[config.mk]
export PLATFORM = sky130hd
export DESIGN_NAME = serial_feeder
export DESIGN_NICKNAME = d
export VERILOG_FILES = /design/src/rtl/serial_feeder.sv
export SDC_FILE = /design/constraint.sdc
export NUM_CORES = 1
export LEC_CHECK = 0
export CELL_PAD_IN_SITES_DETAIL_PLACEMENT = 1
export CELL_PAD_IN_SITES_GLOBAL_PLACEMENT = 1
export CORE_MARGIN = 2
export CORE_UTILIZATION = 26
export DETAILED_ROUTE_END_ITERATION = 12
export GPL_TIMING_DRIVEN = 0
export PLACE_DENSITY_LB_ADDON = 0.3
export SLEW_MARGIN = 15
export SYNTH_ARGS = -nofsm -noshare
export SYNTH_HDL_FRONTEND = slang
export SYNTH_SLANG_ARGS = --single-unit
[constraint.sdc]
create_clock -name clock -period 3.1 [get_ports clock]
set_input_delay 0.62 -clock clock [delete_from_list [all_inputs] [get_ports clock]]
set_output_delay 0.62 -clock clock [all_outputs]
set_load 0.05 [all_outputs]
[src/rtl/serial_feeder.sv]
// serial_feeder
// Parallel-to-serial front end for the pattern-detector path. Words arrive over
// a valid/ready handshake and leave one bit per clock on serial_out. A one-word
// holding register lets the next word wait while the current one is shifting,
// so consecutive words form one continuous bit stream.
//
// Parameters:
//   WIDTH      word width in bits (at least 2)
//   MSB_FIRST  1 = shift bit WIDTH-1 out first, 0 = shift bit 0 out first
//   IDLE_BIT   level driven on serial_out when no word is being shifted
//
// Ports:
//   clock        rising-edge clock
//   reset        synchronous, active-high reset
//   data_in      word to serialise, sampled on accept
//   data_valid   producer has a word on data_in
//   data_ready   block can accept a word this cycle
//   serial_out   registered serial stream (detector input I)
//   bit_valid    serial_out carries a data bit rather than idle fill
//   frame_start  high while the first bit of a word is on serial_out
//   busy         shifting in progress or holding register occupied
module serial_feeder #(
  parameter int WIDTH     = 8,
  parameter bit MSB_FIRST = 1'b1,
  parameter bit IDLE_BIT  = 1'b0
) (
  input  logic             clock,
  input  logic             reset,
  input  logic [WIDTH-1:0] data_in,
  input  logic             data_valid,
  output logic             data_ready,
  output logic             serial_out,
  output logic             bit_valid,
  output logic             frame_start,
  output logic             busy
);

  localparam int              CNT_W    = $clog2(WIDTH);
  localparam logic [CNT_W-1:0] LAST_CNT = CNT_W'(WIDTH - 1);

  typedef enum logic {
    IDLE,
    SHIFT
  } state_t;

  state_t           state_q, state_d;
  logic [WIDTH-1:0] sr_q, sr_d;
  logic [WIDTH-1:0] hold_q, hold_d;
  logic [CNT_W-1:0] cnt_q, cnt_d;
  logic             hold_full_q, hold_full_d;
  logic             serial_out_q, serial_out_d;
  logic             bit_valid_q, bit_valid_d;
  logic             frame_start_q, frame_start_d;
  logic             accept;

  // Moves the next bit into the head position of the shift register.
  function automatic logic [WIDTH-1:0] advance(input logic [WIDTH-1:0] v);
    if (MSB_FIRST) begin
      return {v[WIDTH-2:0], 1'b0};
    end else begin
      return {1'b0, v[WIDTH-1:1]};
    end
  endfunction

  function automatic logic head_bit(input logic [WIDTH-1:0] v);
    if (MSB_FIRST) begin
      return v[WIDTH-1];
    end else begin
      return v[0];
    end
  endfunction

  // Ready depends only on registered state, plus reset so nothing is taken
  // while the block is being cleared.
  assign data_ready = !hold_full_q && !reset;
  assign accept     = data_valid && data_ready;

  // State register and registered outputs.
  always_ff @(posedge clock) begin
    if (reset) begin
      state_q       <= IDLE;
      sr_q          <= '0;
      hold_q        <= '0;
      cnt_q         <= '0;
      hold_full_q   <= 1'b0;
      serial_out_q  <= IDLE_BIT;
      bit_valid_q   <= 1'b0;
      frame_start_q <= 1'b0;
    end else begin
      state_q       <= state_d;
      sr_q          <= sr_d;
      hold_q        <= hold_d;
      cnt_q         <= cnt_d;
      hold_full_q   <= hold_full_d;
      serial_out_q  <= serial_out_d;
      bit_valid_q   <= bit_valid_d;
      frame_start_q <= frame_start_d;
    end
  end

  // Next-state logic. On the last bit of a word the holding register takes
  // priority over a new accept; an accept there is impossible anyway because
  // data_ready is low while hold is full. Outputs are derived from the next
  // state so they line up with the word position after the edge.
  always_comb begin
    state_d     = state_q;
    sr_d        = sr_q;
    hold_d      = hold_q;
    cnt_d       = cnt_q;
    hold_full_d = hold_full_q;

    case (state_q)
      IDLE: begin
        if (accept) begin
          sr_d    = data_in;
          cnt_d   = '0;
          state_d = SHIFT;
        end
      end
      SHIFT: begin
        if (cnt_q != LAST_CNT) begin
          sr_d  = advance(sr_q);
          cnt_d = cnt_q + CNT_W'(1);
          if (accept) begin
            hold_d      = data_in;
            hold_full_d = 1'b1;
          end
        end else if (hold_full_q) begin
          sr_d        = hold_q;
          hold_full_d = 1'b0;
          cnt_d       = '0;
        end else if (accept) begin
          // Word arriving exactly on the last bit goes straight to sr.
          sr_d  = data_in;
          cnt_d = '0;
        end else begin
          cnt_d   = '0;
          state_d = IDLE;
        end
      end
      default: begin
        state_d = IDLE;
      end
    endcase

    serial_out_d  = (state_d == SHIFT) ? head_bit(sr_d) : IDLE_BIT;
    bit_valid_d   = (state_d == SHIFT);
    frame_start_d = (state_d == SHIFT) && (cnt_d == '0);
  end

  assign serial_out  = serial_out_q;
  assign bit_valid   = bit_valid_q;
  assign frame_start = frame_start_q;
  assign busy        = (state_q == SHIFT) || hold_full_q;

endmodule
* Word-level counts from Yosys, hierarchy flattened
Index checks and enable logic that the tools add are counted.
Storage, ports and cells: register bits 23, word-level logic and storage cells 35
Cells by class: add/sub/neg operators 1, equal/unequal tests 2, mux-type cells 13, bitwise operators 2, reduce and logical (&&, ||, !) cells 10
Operator list (number):
- 8-bit two-way mux | 3
- 8-bit case mux with 2 select lines | 1
- 3-bit two-way mux | 2
- 3-bit case mux with 2 select lines | 1
- 1-bit two-way mux | 5
- 3-bit by 1-bit adder with 3-bit output, second input constant | 1
- 1-bit logical AND | 3
- 3-bit zero test | 1
- 3-bit inequality test, second input constant | 1
- 3-bit AND reduction | 1
- 1-bit zero test | 2
- 2-bit inequality test, second input constant | 1
- 1-bit inverter | 2
- 1-bit case mux with 2 select lines | 1
- 2-bit AND reduction | 1
- 2-bit OR reduction | 1
- 1-bit logical OR | 1

* Longest topological paths before layout
word-level depth 9, mapped depth 7, gate-level depth less buffers 5

* Least setup slack after synthesis
No wires, ideal clock.
path kind input -> output, start in reset, end out data_ready, data arrival time 1620 ps, path slack 860 ps, stages on the path 3, buffers on the path 2, cells stage by stage buf_2 buf_1 nor2_1
On the way: longest elaborated chain between the ends 2
RTL lines:
- start, declared | line 28 | input logic reset,
- 1-bit zero test | line 75 | assign data_ready = !hold_full_q && !reset;
- 1-bit logical AND | line 75
- end, declared | line 31 | output logic data_ready,
No other way between the ends.

* Final worst setup path
Same ends and word-level chain as after synthesis.

==> results.yml <==
status:
  status: "complete, no violations"
routing:
  drc: 0
  drt_pre_antenna_iters: 3
  wl_per_cell_um: 16.1
  route.vias.total: 959
  routed_wl_um: 2950
  ant_nets: 0
  drtIter0Drc: 27
  vias_per_cell: 5.21
floorplanning:
  die_width_um: 67.0
  core_mm2: 0.00374
  num_rows: 22
  io_pins: 16
  start_util_pct: 27.5
  dieArea_mm2: 0.00448
  die_h_um: 67.0
sta:
  finalCritPeriodShare_pct: 85.4
  final-hold-violation-count: 0
  whs_ns: 0.487
  slew_headroom_pct: 65.7
  min_period_ns: 2.65
  rsz0062_at_grt: "no"
  drv_slew: 0
  setup_viol: 0
  fmax_mhz: 378
  fin_skew_ns: 0.00998
  worst_pin_slew_ns: 0.514
  finalSetupTns_ns: 0
cts:
  cts-root-buf: "clkbuf_8"
  hold_buffers: 0
  htree_levels: 1
  clk_pin_slew_ns: 0.09
  clk_path_buf_depth: 2
  cts_setup_buffers: 0
  clkLatencyLatePin_ns: 0.27
  cts.sinks: 22
  post_cts_resized: 0
  cts_tree: "done"
  cts_made_buffers: 3
global_route:
  grt_max_degree: 14
  antenna_found_initial: 0
  gr-total-overflow: 0
  grt_pass1_wl_um: 5010
  grt_pass1_vias: 1003
  grt_util_all_layers_pct: 15.0
worst_setup_path:
  end_kind: "output pin"
  slowest_stage: "clkdlybuf4s50_1"
  critPathRequiredTime_ns: 2.48
  cp_max_fo: 10
  crit_path_cell_trace: "buf_2 > buf_1 > nor2_1 > clkdlybuf4s50_1"
  worst-path-buf-inv: 3
  worstPathArrival_ns: 2.03
  path_class: "input port to output pin"
  critPathMaxStageDelay_ns: 0.72
  cp_top_family: "buffers and inverters"
  crit_path_start_kind: "input port"
placement:
  port_buffers: 14
  routabilityCongestion: 0.719
  hpwl_um: 2090
power:
  p_leak_nw: 0.460
  powerDensity_mw_per_mm2: 565
  clkPwrFrac_pct: 36.7
  p_sw_w: 0.000200
  switching_share_pct: 27.2
  p_comb_share_pct: 20.6
  seqPwrFrac_pct: 42.8
  ir_worst_vdd_mv: 0.163
  internal_power_w: 0.000535
run:
  maxCapViolations: 0
logic_synthesis:
  synthTopCellsByArea: "dfxtp_1 43%, a21oi_1 6.3%, nand2_1 5.8%"
  ys_seq_area_share_pct: 42.7
  synthArstFlopShare_pct: 0
  syn_avg_cell_area_um2: 8.74
  syn_nets: 131
  ys_types: 29
  synth_top_area_cell: "dfxtp_1"
  yosysTopAreaCellShare_pct: 42.7
  synth_seq_cells: 22
  synth-edff-count: 0
  syn_area_mm2: 0.00103
  synth-main-ff-cell: "dfxtp_1"
  syn_inst: 118
  ys_warn_count: 0
cells_and_area:
  fillers: 454
  nets: 150
  syn_to_final_growth_pct: 26.3
  n_antenna_cell: 0
  multi_input_area_um2: 510
  drive_gt1_share_pct: 11.8
  fin_util_pct: 34.8
  ff_latch_area_um2: 440
worst_hold_path:
  hold_path_class: "flip-flop to flip-flop"
layout by cell type, fill, tap and decap left out, types with 3 or more instances in the layout:
| master | netlist | final |
|---|---|---|
| dfxtp_1 | 22 | 22 |
| nand2_1 | 16 | 16 |
| clkdlybuf4s50_1 | 0 | 14 |
| a21oi_1 | 13 | 13 |
| nand3_1 | 10 | 10 |
| o21ai_0 | 9 | 9 |
| o32ai_1 | 6 | 6 |
| a311oi_1 | 5 | 5 |
| buf_2 | 4 | 4 |
| buf_6 | 3 | 3 |
| clkbuf_8 | 0 | 3 |
worst min-delay path: stages, from the launching register on:
cell and delay, ns:
dfxtp_1 0.32, o21ai_0 0.06, a21oi_1 0.06
flip-flops by register name (all words and copies together), names as in the netlist:
signal,count
hold_q,8
hold_full_q,1
frame_start,1
cnt_q,3
serial_out,1
bit_valid,1
sr_q,7
worst paths after layout:
check                                from         end  slack (ns)  depth (start not counted)
worst max-delay path                reset  data_ready        0.45                          4
worst min-delay path            hold_q[6]   hold_q[6]        0.49                          2
worst max register to register   cnt_q[0]     sr_q[4]        1.33                          7
worst min register to register  hold_q[6]   hold_q[6]        0.49                          2
final cells by class:
type                            count  area share [%]
Multi-Input combinational cell     83            39.2
Sequential cell                    22            33.8
Buffer                             11            5.57
Clock inverter                      1            2.31
Tap cell                           48            4.61
Clock buffer                        3            3.17
Inverter                            2           0.576
Timing Repair Buffer               14            10.8
synthesized netlist by cell type (2+ instances only):
cell and number:
a21oi_1 13, a221oi_1 2, a311oi_1 5, buf_1 2, buf_2 4, buf_6 3, dfxtp_1 22, ha_1 2
inv_1 2, mux2i_1 2, nand2_1 16, nand2b_1 2, nand3_1 10, nand3b_1 2, nor2_1 2, nor3b_1 2
o21ai_0 9, o32ai_1 6, or2_2 2
stage by stage:
| stage | setup WS (ns) | total power, W | area [um^2] | cells |
|---|---|---|---|---|
| final | 0.452 | 0.000735 | 1300 | 184 |
| after global routing | 0.341 | 0.000770 | 1300 | 184 |
| after CTS | 0.419 | 0.000741 | 1300 | 184 |
| after detailed placement | 0.434 | 0.000472 | 1230 | 180 |
| after global placement | 0.389 | 0.000469 | 1230 | 180 |
| after floorplan | 0.860 | 0.000418 | 1030 | 118 |
cell families (layout without fill, tap and decap cells):
kind of cell / count (synthesis) / count (layout) / synth area share (%)
AOI/OAI and AO/OA: 38 / 38 / 23.7
adders and majority gates: 2 / 2 / 2.43
buffers and inverters: 13 / 31 / 7.77
DFF: 22 / 22 / 42.7
muxes: 2 / 2 / 1.94
and+or+nand+nor: 41 / 41 / 21.5
power by group through the flow:
stage	Combinational, W	Sequential [W]	Clock, W
2_1_floorplan	0.0000861	0.000332	0
3_3_place_gp	0.000149	0.000320	0
3_5_place_dp	0.000152	0.000321	0
4_1_cts	0.000152	0.000314	0.000274
5_1_grt	0.000166	0.000317	0.000288
6_report	0.000151	0.000314	0.000270
per-layer routing:
metal	GRT usage, %	vias to the layer above	share of wire, %
met2	26.0	10	52
met4	6.38	0	0.98
li1	-	471	-
met3	2.36	4	2.5
met5	0	-	0
met1	18.3	474	45
Power figures use the tool's default switching activity.
==> edit 1: new RTL, same settings <==
`MSB_FIRST`: 1'b1 -> 1'b0.
--- a/src/rtl/serial_feeder.sv
+++ b/src/rtl/serial_feeder.sv
@@ -23,3 +23,3 @@
   parameter int WIDTH     = 8,
-  parameter bit MSB_FIRST = 1'b1,
+  parameter bit MSB_FIRST = 1'b0,
   parameter bit IDLE_BIT  = 1'b0
Function: changed (Yosys sat finds a counterexample within 4 cycles, from zero or initial values and one cycle with reset high).
==> edit 1 against the original RTL <==
Total power is 13% lower; synthesized area is 0.73% lower; sequential cell count unchanged; routed wire length shrank 1.9%; hold slack worse by 0.0027 ns; clock skew shrank 0.0084 ns; global-route usage is 0.40 points lower; core utilization fell by 0.75 points; final area decreased by 2.9%; maximum frequency fell by 2.1%; worst setup slack got worse by 0.056 ns; first-iteration DRC count grew to 2.9 times the old value; critical endpoint unchanged; highest routed layer unchanged.
==> edit 1: results (changes against the original RTL) <==
vias in the first global route=979 (-2.4%); final period utilization=87.23% (+1.8 points); status=complete, no violations; sequential-to-total area share from yosys stat=43.03% (+0.31 points); Detailed Place HPWL=2.051 mm (-1.7%); pre-CTS WS=0.3660 ns (-0.06843 ns); largest net degree at the start of global routing=12 (-2); Post-synth top cells=dfxtp_1 (22), nand2_1 (14), a21oi_1 (13); Synth area leaders=dfxtp_1 (43%), a21oi_1 (6.4%), nand2_1 (5.1%); Total GRT Usage=14.61% (-0.40 points); number of fillers in the final layout=457 (+0.66%); Max VDD drop=0.1317 mV (-19%); static leakage=0.0004427 µW (-3.9%); Synth Instances=117 (-0.85%); drt initial violations=77 (+190%); WL final=2.899 mm (-1.9%); Sw Share=29.75% (+2.5 points); Via density=5.319 (+2.0%); Placer Congestion=0.7787 (+8.4%); placed cell count=179 (-0.56%); drt wl/cell=15.93 µm (-0.78%); Final #Nets=149 (-0.67%); relative slew slack=61.00% (-4.7 points); first-pass GRT wire length=4.809 mm (-4.0%); Worst Skew=0.001547 ns (-0.008438 ns)
==> edit 1: logic make-up after synthesis <==
group,synth area share (%)
AOI/OAI and AO/OA,23.47
adders and majority gates,2.445
buffers and inverters,7.091
DFF,43.03
muxes,2.934
and+or+nand+nor,21.03
==> edit 1: per-stage QoR <==
stage                     power [µW]  hold WS [ns]  cell area, µm²
final                          636.3        0.4838            1265
after global routing           672.9        0.5028            1265
after CTS                      643.5        0.4836            1265
after detailed placement       469.7        0.4725            1224
after global placement         465.9        0.4597            1224
after floorplan                415.6        0.4481            1023
==> edit 1: power by group through the flow <==
stage / clock, µW / sequential (µW) / combinational [µW]
finish: 174 / 314 / 149
global route: 195 / 316 / 162
CTS: 180 / 314 / 150
detailed placement: 0 / 320 / 149
global placement: 0 / 320 / 146
floorplan: 0 / 332 / 83.3
==> edit 1: per-layer routing <==
layer | part of all wire, % | GRT usage (%) | up-vias
met1 | 46 | 17.53 | 482
met5 | 0 | 0 | -
met3 | 2.0 | 1.520 | 4
li1 | - | - | 469
met2 | 51 | 27.38 | 13
met4 | 1.0 | 3.827 | 0
==> edit 1: path summary, 6_finish.rpt <==
check / cells past startpoint / slack [ns] / end
max: 4 / 0.40 / data_ready
min: 2 / 0.48 / hold_q[6]
max reg2reg: 7 / 1.32 / hold_q[1]
min reg2reg: 2 / 0.48 / hold_q[6]
==> edit 1: worst max-delay path, delay by kind of cell <==
family / cells / cell delay, ns
buf+inv: 3 / 1.38
simple gates: 1 / 0.08
==> edit 1: final cells by class <==
class	count	share of cell area [%]
Buffer	11	5.143
Clock buffer	3	3.264
Inverter	2	0.5935
Multi-Input combinational cell	82	40.36
Sequential cell	22	34.82
Tap cell	48	4.748
Timing Repair Buffer	14	11.08
==> edit 2: new RTL, same flow settings <==
Made on the original files. Reset style: asynchronous (`reset`), changed in one clocked block. Comments in the files are not updated.
--- a/src/rtl/serial_feeder.sv
+++ b/src/rtl/serial_feeder.sv
@@ -78,3 +78,3 @@
   // State register and registered outputs.
-  always_ff @(posedge clock) begin
+  always_ff @(posedge clock or posedge reset) begin
     if (reset) begin
Formal check against the unedited RTL: differs if reset is asserted again (counterexample within 4 cycles, from zero or initial values and one cycle with reset high); with reset held inactive, the same outputs for 10 cycles.
==> edit 2 against the original RTL <==
Final area up 7.5%; worst setup slack worse by 0.11 ns; core utilization down 0.29 points; synthesized area up 8.3%; sequential cell count unchanged; routed wire length down 11%; register-to-register slack better by 0.04 ns; count of clock-buffer cells in the layout unchanged; largest cell class is now registers.
Power is not compared: it rests on default switching activity, and its combinational part moved more than twofold at a synthesized area within 25%.
==> edit 2: results (changes against the original RTL) <==
met1 Usage GRT=14.14% (-4.1 points); Via density=4.857 (-6.8%); reg-to-reg critical path endpoint=hold_q[7]; met3 usage=2.471% (+0.11 points); Detailed Place HPWL=1.852 mm (-11%); Placer Congestion=0.7128 (-0.79%); sequential-to-total area share from yosys stat=49.33% (+6.6 points); drt wl/cell=15.73 µm (-2.0%); Hold EP=serial_out; share of layout cells above drive strength 1=18.64% (+6.9 points); Arrival @ worst endpoint=2.14 ns (+0.11 ns); relative slew slack=40.16% (-26 points); port buffer count=15 (+1); R2R setup slack=1.37 ns (+0.04 ns); Total GRT Usage=12.00% (-3.0 points); Synth async-reset ratio=100.0% (+100 points); reg2reg path depth=5 (-2); Mapped Nets=112 (-15%); placed cell count=164 (-8.9%); first-pass GRT wire length=4.498 mm (-10%); HP Start=sr_q[6]; placed inst area=1329 µm² (+7.9%); FF-to-FF Start=cnt_q[0]; post-synth cell types=28 (-3.4%); status=complete, no violations; Synth area leaders=dfrtp_1 (49%), mux2_4 (11%), nand2_1 (6.1%); kind of critical path=reg2out; largest stage delay on the critical path=0.79 ns (+0.07 ns); Worst Skew=0.006223 ns (-0.003762 ns); largest net degree at the start of global routing=24 (+10); Post-synth top cells=dfrtp_1 (22), nand2_1 (18), mux2_4 (8); vias in the first global route=897 (-11%); Final #Nets=132 (-12%)
==> edit 2: worst max path at each step <==
stage	start	to	cells after the start
floorplan	bit_valid	busy	3
global placement	reset	data_ready	3
detailed placement	reset	data_ready	3
CTS	bit_valid	busy	4
global route	bit_valid	busy	4
finish	bit_valid	busy	4
==> edit 2: power by group <==
part	internal (µW)	switching, µW
combinational	317	382
sequential	430	91.8
clock	173	99.6
total	919	573
==> edit 2: logic make-up after synthesis <==
group	share of synthesized area, %
AOI/OAI and AO/OA	13.12
adders and majority gates	2.242
buffers and inverters	4.372
and+or+nand+nor	18.39
DFF	49.33
muxes	12.56
==> edit 2: per-layer routing <==
layer,wire length (µm),vias to the layer above
met3,70,5
met4,64,0
met1,1200,404
met2,1307,10
met5,0,-
li1,-,397
==> edit 2: worst max-delay path: cells and delay by family (launching register included) <==
family / cells / cell delay, ns
buffers and inverters: 3 / 1.31
flip-flops: 1 / 0.43
AND/OR/NAND/NOR: 1 / 0.14
==> edit 2: through the flow <==
| step | power (µW) | setup slack, ns | utilization (%) | hold slack, ns |
|---|---|---|---|---|
| 2_1_floorplan | 1036 | 1.063 | - | 0.4647 |
| 3_3_place_gp | 1201 | 0.4002 | 32.75 | 0.4918 |
| 3_5_place_dp | 1233 | 0.3971 | 32.75 | 0.4932 |
| 4_1_cts | 1513 | 0.3234 | 34.51 | 0.5132 |
| 5_1_grt | 1600 | 0.2201 | 34.51 | 0.5386 |
| 6_report | 1493 | 0.3386 | 34.51 | 0.5175 |
==> edit 2: final cells by class <==
cell class                      instances  area, µm²  area share, %
Clock buffer                            3      41.29          2.949
Timing Repair Buffer                   15      150.1          10.72
Clock inverter                          1      30.03          2.145
Inverter                                2      7.507         0.5362
Buffer                                  6      41.29          2.949
Sequential cell                        22      550.5          39.32
Tap cell                               50      62.56          4.468
Multi-Input combinational cell         69      516.7          36.91
